File: src/rtl/count_arbiter.sv
`default_nettype none
// ============================================================================
// Module      : count_arbiter
// Description : Round-robin arbiter that lends one shared external up-counter
//               to NREQ requesters. The winner's requested tick count is
//               latched at grant. The counter enable is then driven until the
//               counter has advanced by that many ticks, and a one-cycle
//               one-hot done pulse goes to the winner. The counter is never
//               reset. Progress is measured as a modulo distance from the
//               count value latched at grant, so counter rollover is
//               transparent.
//
// Ports       : clk        - system clock, rising edge
//               rst        - asynchronous active-high reset
//               req        - per-requester request level [NREQ]
//               len        - per-requester tick count, requester i uses
//                            len[i*CW +: CW]
//               ctr_count  - live value of the shared counter [CW]
//               ctr_enable - enable to the shared counter
//               grant      - one-hot current owner, zero when idle [NREQ]
//               done       - one-hot one-cycle completion pulse [NREQ]
//               busy       - high while a job is running or completing
//               err        - one-cycle stall timeout pulse
//                            (present only with COUNT_ARB_TIMEOUT_EN)
//
// Options     : COUNT_ARB_TIMEOUT_EN - when defined, adds the err output.
//               A job is abandoned if the counter does not move for more
//               than TIMEOUT consecutive RUN cycles.
//
// Revision    : 1.0 - initial release
// ============================================================================
module count_arbiter #(
    parameter int NREQ    = 4,
    parameter int CW      = 4,
    parameter int TIMEOUT = 3
) (
    input  logic               clk,
    input  logic               rst,
    input  logic [NREQ-1:0]    req,
    input  logic [NREQ*CW-1:0] len,
    input  logic [CW-1:0]      ctr_count,
    output logic               ctr_enable,
    output logic [NREQ-1:0]    grant,
    output logic [NREQ-1:0]    done,
    output logic               busy
`ifdef COUNT_ARB_TIMEOUT_EN
    ,
    output logic               err
`endif
);

    localparam int c_IW = (NREQ > 1) ? $clog2(NREQ) : 1;

    typedef enum logic [1:0] {
        ST_IDLE = 2'd0,
        ST_RUN  = 2'd1,
        ST_DONE = 2'd2
    } state_t;

    state_t            r_state;
    state_t            w_state_nxt;
    logic [NREQ-1:0]   r_grant;
    logic [CW-1:0]     r_len;
    logic [CW-1:0]     r_base;
    logic [c_IW-1:0]   r_last;

    logic              w_any;
    logic [c_IW-1:0]   w_win;
    logic [NREQ-1:0]   w_win_oh;
    logic [CW-1:0]     w_len_win;
    logic [CW-1:0]     w_elapsed;
    logic              w_owner_req;
    logic              w_load;
    logic              w_timeout;

    // Index of the requester 'step' positions after 'last', wrapping at NREQ.
    function automatic logic [c_IW-1:0] rr_idx(input logic [c_IW-1:0] last,
                                               input int step);
        return c_IW'((int'(last) + step) % NREQ);
    endfunction

    // Round-robin search: start just after the previous winner so the most
    // recently served requester has the lowest priority.
    always_comb begin
        w_any = 1'b0;
        w_win = '0;
        for (int i = 1; i <= NREQ; i++) begin
            if (!w_any && req[rr_idx(r_last, i)]) begin
                w_any = 1'b1;
                w_win = rr_idx(r_last, i);
            end
        end
    end

    assign w_win_oh    = {{(NREQ-1){1'b0}}, 1'b1} << w_win;
    assign w_len_win   = len[w_win*CW +: CW];
    // Ticks delivered so far; modulo arithmetic hides counter rollover.
    assign w_elapsed   = ctr_count - r_base;
    assign w_owner_req = |(req & r_grant);

`ifdef COUNT_ARB_TIMEOUT_EN
    localparam int c_SW = $clog2(TIMEOUT + 2);

    logic [CW-1:0]     r_prev_count;
    logic [c_SW-1:0]   r_stall;
    logic [c_SW-1:0]   w_stall_nxt;
    logic              r_err;
    logic              w_stall_trip;

    // Stall run length, saturating just above the limit. It is held at zero
    // outside RUN, so it starts clean on every entry to RUN. The first RUN
    // cycle always compares equal because the previous sample was the base.
    always_comb begin
        w_stall_nxt = '0;
        if (r_state == ST_RUN && ctr_count == r_prev_count) begin
            if (r_stall == c_SW'(TIMEOUT + 1)) begin
                w_stall_nxt = r_stall;
            end else begin
                w_stall_nxt = r_stall + c_SW'(1);
            end
        end
    end

    assign w_stall_trip = (w_stall_nxt > c_SW'(TIMEOUT));

    always_ff @(posedge clk or posedge rst) begin
        if (rst) begin
            r_prev_count <= '0;
            r_stall      <= '0;
            r_err        <= 1'b0;
        end else begin
            r_prev_count <= ctr_count;
            r_stall      <= w_stall_nxt;
            r_err        <= w_timeout;
        end
    end

    assign err = r_err;
`else
    logic w_stall_trip;
    assign w_stall_trip = 1'b0;
`endif

    // Next-state logic
    always_comb begin
        w_state_nxt = r_state;
        w_load      = 1'b0;
        w_timeout   = 1'b0;
        case (r_state)
            ST_IDLE: begin
                if (w_any) begin
                    w_load      = 1'b1;
                    w_state_nxt = (w_len_win == '0) ? ST_DONE : ST_RUN;
                end
            end
            ST_RUN: begin
                // The enable is high in this cycle, so reaching L-1 here
                // means the counter takes its L-th tick on this edge.
                if (!w_owner_req) begin
                    w_state_nxt = ST_IDLE;
                end else if (w_elapsed == r_len - CW'(1)) begin
                    w_state_nxt = ST_DONE;
                end else if (w_stall_trip) begin
                    w_state_nxt = ST_IDLE;
                    w_timeout   = 1'b1;
                end
            end
            ST_DONE: begin
                w_state_nxt = ST_IDLE;
            end
            default: begin
                w_state_nxt = ST_IDLE;
            end
        endcase
    end

    // State and job registers
    always_ff @(posedge clk or posedge rst) begin
        if (rst) begin
            r_state <= ST_IDLE;
            r_grant <= '0;
            r_len   <= '0;
            r_base  <= '0;
            r_last  <= c_IW'(NREQ - 1);
        end else begin
            r_state <= w_state_nxt;
            if (w_load) begin
                r_grant <= w_win_oh;
                r_len   <= w_len_win;
                r_base  <= ctr_count;
                r_last  <= w_win;
            end else if (w_state_nxt == ST_IDLE) begin
                r_grant <= '0;
            end
        end
    end

    assign ctr_enable = (r_state == ST_RUN);
    assign busy       = (r_state != ST_IDLE);
    assign grant      = r_grant;
    assign done       = (r_state == ST_DONE) ? r_grant : '0;

endmodule
`default_nettype wire

File: config.mk
export PLATFORM = sky130hd
export DESIGN_NAME = count_arbiter
export DESIGN_NICKNAME = d
export VERILOG_FILES = /design/src/rtl/count_arbiter.sv
export SDC_FILE = /design/constraint.sdc
export NUM_CORES = 1
export LEC_CHECK = 0
export BUFFER_PORTS_ARGS = -buffer_cell sky130_fd_sc_hd__buf_2
export CORE_MARGIN = 3
export CORE_UTILIZATION = 54
export DETAILED_ROUTE_END_ITERATION = 7
export PLACE_DENSITY = 0.84
export SYNTH_ARGS = -nofsm -noshare
export SYNTH_HDL_FRONTEND = slang
export SYNTH_SLANG_ARGS = --single-unit
File: constraint.sdc
create_clock -name clk -period 3.5 [get_ports clk]
set_input_delay 0.525 -clock clk [delete_from_list [all_inputs] [get_ports clk]]
set_output_delay 0.525 -clock clk [all_outputs]
set_load 0.03 [all_outputs]
* Word level (Yosys, flattened, before mapping)
Index checks and enable logic that the tools add are counted.
Storage, ports and cells: flip-flop bits (word level) 16, bits of input ports 26, output and inout bits 10, word-level logic and storage cells 59
Operators by class: $add $sub $neg 6, magnitude comparators 4, equal/unequal tests 3, shifts and indexed selects 2, multiplexer cells 26, bitwise operators 1, reduce and logical (&&, ||, !) cells 12
Operators with widths (number):
- 2-bit two-way mux | 8
- 16-bit by 5-bit variable part select with 4-bit output | 1
- 2-bit by 3-bit < comparator with 1-bit output, second input constant | 4
- 4-bit two-way mux | 3
- 1-bit two-way mux | 10
- 1-bit binary-select mux with 2-bit select | 4
- 2-bit by 1-bit adder with 2-bit output, second input constant | 2
- 2-bit adder, second input constant | 2
- 4-bit AND | 1
- 4-bit equality test | 1
- 2-bit logical NOT | 2
- 4-bit logical NOT | 1
- 2-bit case mux with 2 select lines | 1
- 2-bit nonzero test | 2
- 4-bit OR reduction | 1
- 1-bit by 2-bit << shifter with 4-bit output, first input constant | 1
- 4-bit by 1-bit subtractor with 4-bit output, second input constant | 1
- 4-bit subtractor | 1
- 1-bit logical AND | 3
- 1-bit logical NOT | 3
- 2-bit by 1-bit equality test with 1-bit output, second input constant | 1
- 2-bit equality test, second input constant | 1

* Depth between registers and ports, before layout
depth in word-level cells 21, gate-level depth with buffers 8

* Least setup slack after synthesis
No wires, ideal clock.
kind input-to-reg, start in req[0], end reg r_state[0], library setup time 0.143 ns, arrival time 1.735 ns, path slack 1.622 ns, cell stages on the path 7, path buffers 1, cell sequence a21o_2 -> a31oi_4 -> buf_6 -> mux2i_1 -> mux2i_1 -> nor4_2 -> o32ai_1
On the way: longest elaborated chain between the ends 17, elaborated cells between the ends (all ways) 30, those cells by class shift: 1; mux: 20; bitwise: 1; reduce/logical: 8
Ends and longest elaborated chain:
- from (decl) | RTL line 39 | input logic [NREQ-1:0] req,
- 1-bit binary-select mux with 2-bit select | RTL line 88 | if (!w_any && req[rr_idx(r_last, i)]) begin
- 1-bit two-way mux (implied by the code) | RTL line 88
- 1-bit two-way mux | RTL line 88
- 1-bit logical NOT | RTL line 88
- 1-bit logical AND | RTL line 88
- 1-bit two-way mux | RTL line 88
- 1-bit logical NOT | RTL line 88
- 1-bit logical AND | RTL line 88
- (+2 left out)
- 1-bit logical AND | RTL line 88
- 2-bit two-way mux | RTL line 88
- 16-bit by 5-bit variable part select with 4-bit output | RTL line 96 | assign w_len_win = len[w_win*CW +: CW];
- 4-bit logical NOT | RTL line 153 | w_state_nxt = (w_len_win == '0) ? ST_DONE : ST_RUN;
- 2-bit two-way mux | RTL line 153
- 2-bit two-way mux | RTL line 151 | if (w_any) begin
- 2-bit case mux with 2 select lines * | RTL line 149 | case (r_state)
- named net w_state_nxt[0] | RTL line 61 | state_t w_state_nxt;
- to (signal assigned) | RTL line 186 | r_state <= w_state_nxt;
- to (decl) | RTL line 60 | state_t r_state;
The timed path passes the listed nets; every way through them passes the cells marked *. The select of a mux whose other input is x is not followed. A chain may end at the register's enable or synchronous reset.

* Worst setup path after layout
start reg r_last[1], end reg r_state[0]
On the way: longest elaborated chain between the ends 18, elaborated cells between the ends (all ways) 31, those cells by class add/sub: 4; shift: 1; mux: 19; reduce/logical: 7
Ends and longest elaborated chain:
- from (decl) | RTL line 65 | logic [c_IW-1:0] r_last;
- from (signal assigned) | RTL line 184 | r_last <= c_IW'(NREQ - 1);
- from (signal assigned) | RTL line 191 | r_last <= w_win;
- 2-bit by 1-bit adder with 2-bit output | RTL line 79 | return c_IW'((int'(last) + step) % NREQ);
- 1-bit binary-select mux with 2-bit select | RTL line 88
- 1-bit two-way mux (implied by the code) | RTL line 88
- 1-bit two-way mux | RTL line 88
- 1-bit logical NOT | RTL line 88
- 1-bit logical AND | RTL line 88
- 1-bit two-way mux | RTL line 88
- 1-bit logical NOT | RTL line 88
- (+3 left out)
- 1-bit logical AND | RTL line 88
- 2-bit two-way mux | RTL line 88
- 16-bit by 5-bit variable part select with 4-bit output | RTL line 96
- 4-bit logical NOT | RTL line 153
- 2-bit two-way mux | RTL line 153
- 2-bit two-way mux * | RTL line 151
- 2-bit case mux with 2 select lines * | RTL line 149
- named net w_state_nxt[0] | RTL line 61
Marked as above.

==> run_results.csv <==
group,metric,value,unit
status,status,"finished clean",
clock_network,cts_buffer_depth,2,
synthesis,synth.top_cell.area_share,30.6,%
synthesis,yosysTopAreaCell,"dfrtp_1",
power,clkPwrFrac,10.4,%
synthesis,synthArstFlopShare,100,%
clock_network,numCtsBuffers,3,
power,p_sw_share,44.3,%
finish,area_delta_synth_final,19.1,%
floorplan,die_w,52.0,um
floorplan,dieArea,0.00271,mm2
synthesis,synth-edff-count,0,
timing,slew_viol_final,0,
floorplan,pin_count,36,
setup_path,cp.arrival,2.31,ns
clock_network,postCtsHoldBufs,0,
power,seqPwrFrac,29.6,%
synthesis,synth-seq-cells,16,
grt,grt_pass1_vias,899,
drt,wire_per_inst,13.5,um
timing,period_needed,2.16,ns
synthesis,syn_avg_cell_area,10.2,um2
clock_network,clk_pin_slew,0.10,ns
clock_network,cts_tree,"done",
synthesis,synth_fp_nets,143,
placement,gp_congestion,0.817,
run,max_cap_violations,0,
timing,setup_violations,0,
synthesis,ys_top_cells_by_area,"dfrtp_1 31%, mux2i_1 11%, xnor2_1 5.4%",
floorplan,initial_utilization,57.8,%
floorplan,die_y,52.0,um
finish,drive_above_1_share,36.5,%
placement,dp.cells,171,
worst_hold_path,hold_path_class,"in -> async",
grt,overflow,0,
clock_network,postCtsSetupBuffers,0,
finish,fill_cells,151,
setup_path,crit_path_start_kind,"flip-flop",
finish,stdcell_count,175,
power,ir_worst_vdd,0.558,mV
floorplan,fp.coreArea,0.00198,mm2
placement,portBuffers,35,
drt,drtIter0Drc,18,
drt,first_pass_iters,4,
power,switchingPower,0.000538,W
drt,routed_via_density,5.47,
power,internal-power,0.000676,W
grt,grt_pass1_wl,3970,um
synthesis,synth-main-ff-cell,"dfrtp_1",
power,power_density,890,mW/mm2
setup_path,rrSetupSlack,1.34,ns
clock_network,cts_root_buf,"clkbuf_4",
timing,fmax,463,MHz
timing,post-route-period-util,61.7,%
power,leakagePower,0.683,nW
timing,hold_viol,0,
finish,diodes,0,
placement,hpwl,1920,um
setup_path,critPathMaxFanout,12,
drt,ant_nets,0,
grt,grt_max_degree,20,
finish,final_net_count,180,
drt,num_vias,958,
setup_path,required,3.65,ns
clock_network,clock_latency,0.29,ns
synthesis,netlist_area,0.00114,mm2
clock_network,cts_resized,0,
timing,tightest_slew,0.708,ns
synthesis,ys_seq_area_share,35.2,%
synthesis,yosys_warnings,0,
setup_path,crit_path_end_kind,"flip-flop",
timing,maxSlewHeadroom,52.8,%
timing,finalClockSkew,0.00966,ns
grt,grt_usage,19.9,%
clock_network,cts_htree_levels,1,
timing,rsz0062_at_grt,"no",
finish,utilization,68.8,%
timing,setup_tns,0,ns
power,total_power,0.00121,W
floorplan,rows,16,
synthesis,syn_inst,112,
drt,routed_wirelength,2360,um
setup_path,crit_type,"reg -> reg",
clock_network,cts_sinks,16,
synthesis,ys_types,38,
drt,drc,0,
grt,grt_antenna_before_repair,0,
power,p_comb_share,60.0,%
==> path summary, 6_finish.rpt <==
kind	cells after the start	start	endpoint
setup / recovery	6	r_last[1]	r_state[0]
hold / removal	2	rst	r_base[2]
setup reg to reg	6	r_last[1]	r_state[0]
hold reg to reg	2	grant[3]	grant[3]
max in group asynchronous	2	rst	grant[3]
min in group clk	3	ctr_count[2]	r_base[2]
==> through the flow <==
step	setup WS, ns	hold WS, ns	cell area (um2)
global route	1.16	0.319	1360
floorplan	1.62	0.437	1140
detailed placement	1.23	0.511	1330
global placement	1.32	0.498	1330
CTS	1.36	0.310	1360
finish	1.34	0.275	1360
==> layout by cell type, fill, tap and decap left out, types with 2 or more instances in the layout <==
cell	count
ha_1	4
nand2_1	7
nor2b_1	2
nor2_1	5
dfstp_2	2
a21oi_1	2
clkbuf_4	3
nor3_1	2
o21ai_0	7
mux2_2	4
dfrtp_1	14
and2_1	4
mux2i_1	13
buf_2	35
a22o_1	3
xnor2_1	7
inv_1	10
xor2_1	2
a32o_1	2
==> area by class of cell <==
class / instances / area (um2) / area share [%]
Multi-Input combinational cell: 83 / 678 / 49.7
Sequential cell: 16 / 403 / 29.5
Timing Repair Buffer: 35 / 175 / 12.8
Inverter: 10 / 37.5 / 2.75
Clock buffer: 4 / 36.3 / 2.66
Tap cell: 27 / 33.8 / 2.48
==> synth_stat cells, types with 2 or more instances <==
cell type and number:
and2_1 4, dfrtp_1 14, nor2b_1 2, o21ai_0 7, xnor2_1 7, mux2_2 4
nor2_1 5, ha_1 4, nand2_1 7, a22o_1 3, a32o_1 2, mux2i_1 13
nor3_1 2, buf_6 2, xor2_1 2, dfstp_2 2, a21oi_1 2, inv_1 10
==> state kept, by name, summed over array words and instances (netlist names) <==
name and cells:
r_state 2, r_last 2, grant 4, r_len 4, r_base 4
==> worst max-delay path, cell delays in order (launching register included) <==
cell	delay, ns
dfstp_2	0.60
nand3b_1	0.13
a31oi_4	0.45
mux2i_1	0.26
mux2i_1	0.12
nor4_2	0.34
o32ai_1	0.12
==> layer usage <==
layer | up-vias | global-route usage [%] | part of all wire (%)
met5 | - | 0 | 0
met4 | 0 | 7.42 | 1.2
met3 | 4 | 2.87 | 6.9
met2 | 34 | 33.3 | 49
met1 | 451 | 25.7 | 43
li1 | 469 | - | -
==> power groups by stage <==
stage	combinational [W]	clock [W]	sequential (W)
3_5_place_dp	0.000731	0	0.000363
4_1_cts	0.000736	0.000125	0.000359
5_1_grt	0.000802	0.000139	0.000372
3_3_place_gp	0.000702	0	0.000355
6_report	0.000728	0.000126	0.000360
2_1_floorplan	0.000571	0	0.000383
==> cell families (layout without fill, tap and decap cells) <==
logic type      Yosys count  after routing  synth area share [%]
buf+inv                  13             49                  5.57
flops                    16             16                  35.2
compound gates           23             23                  15.7
fa+ha+maj                 5              5                  6.12
xor+xnor                  9              9                  6.89
mux                      17             17                  15.3
simple gates             29             29                  15.2
No activity file was read; power rests on OpenSTA's default activity.
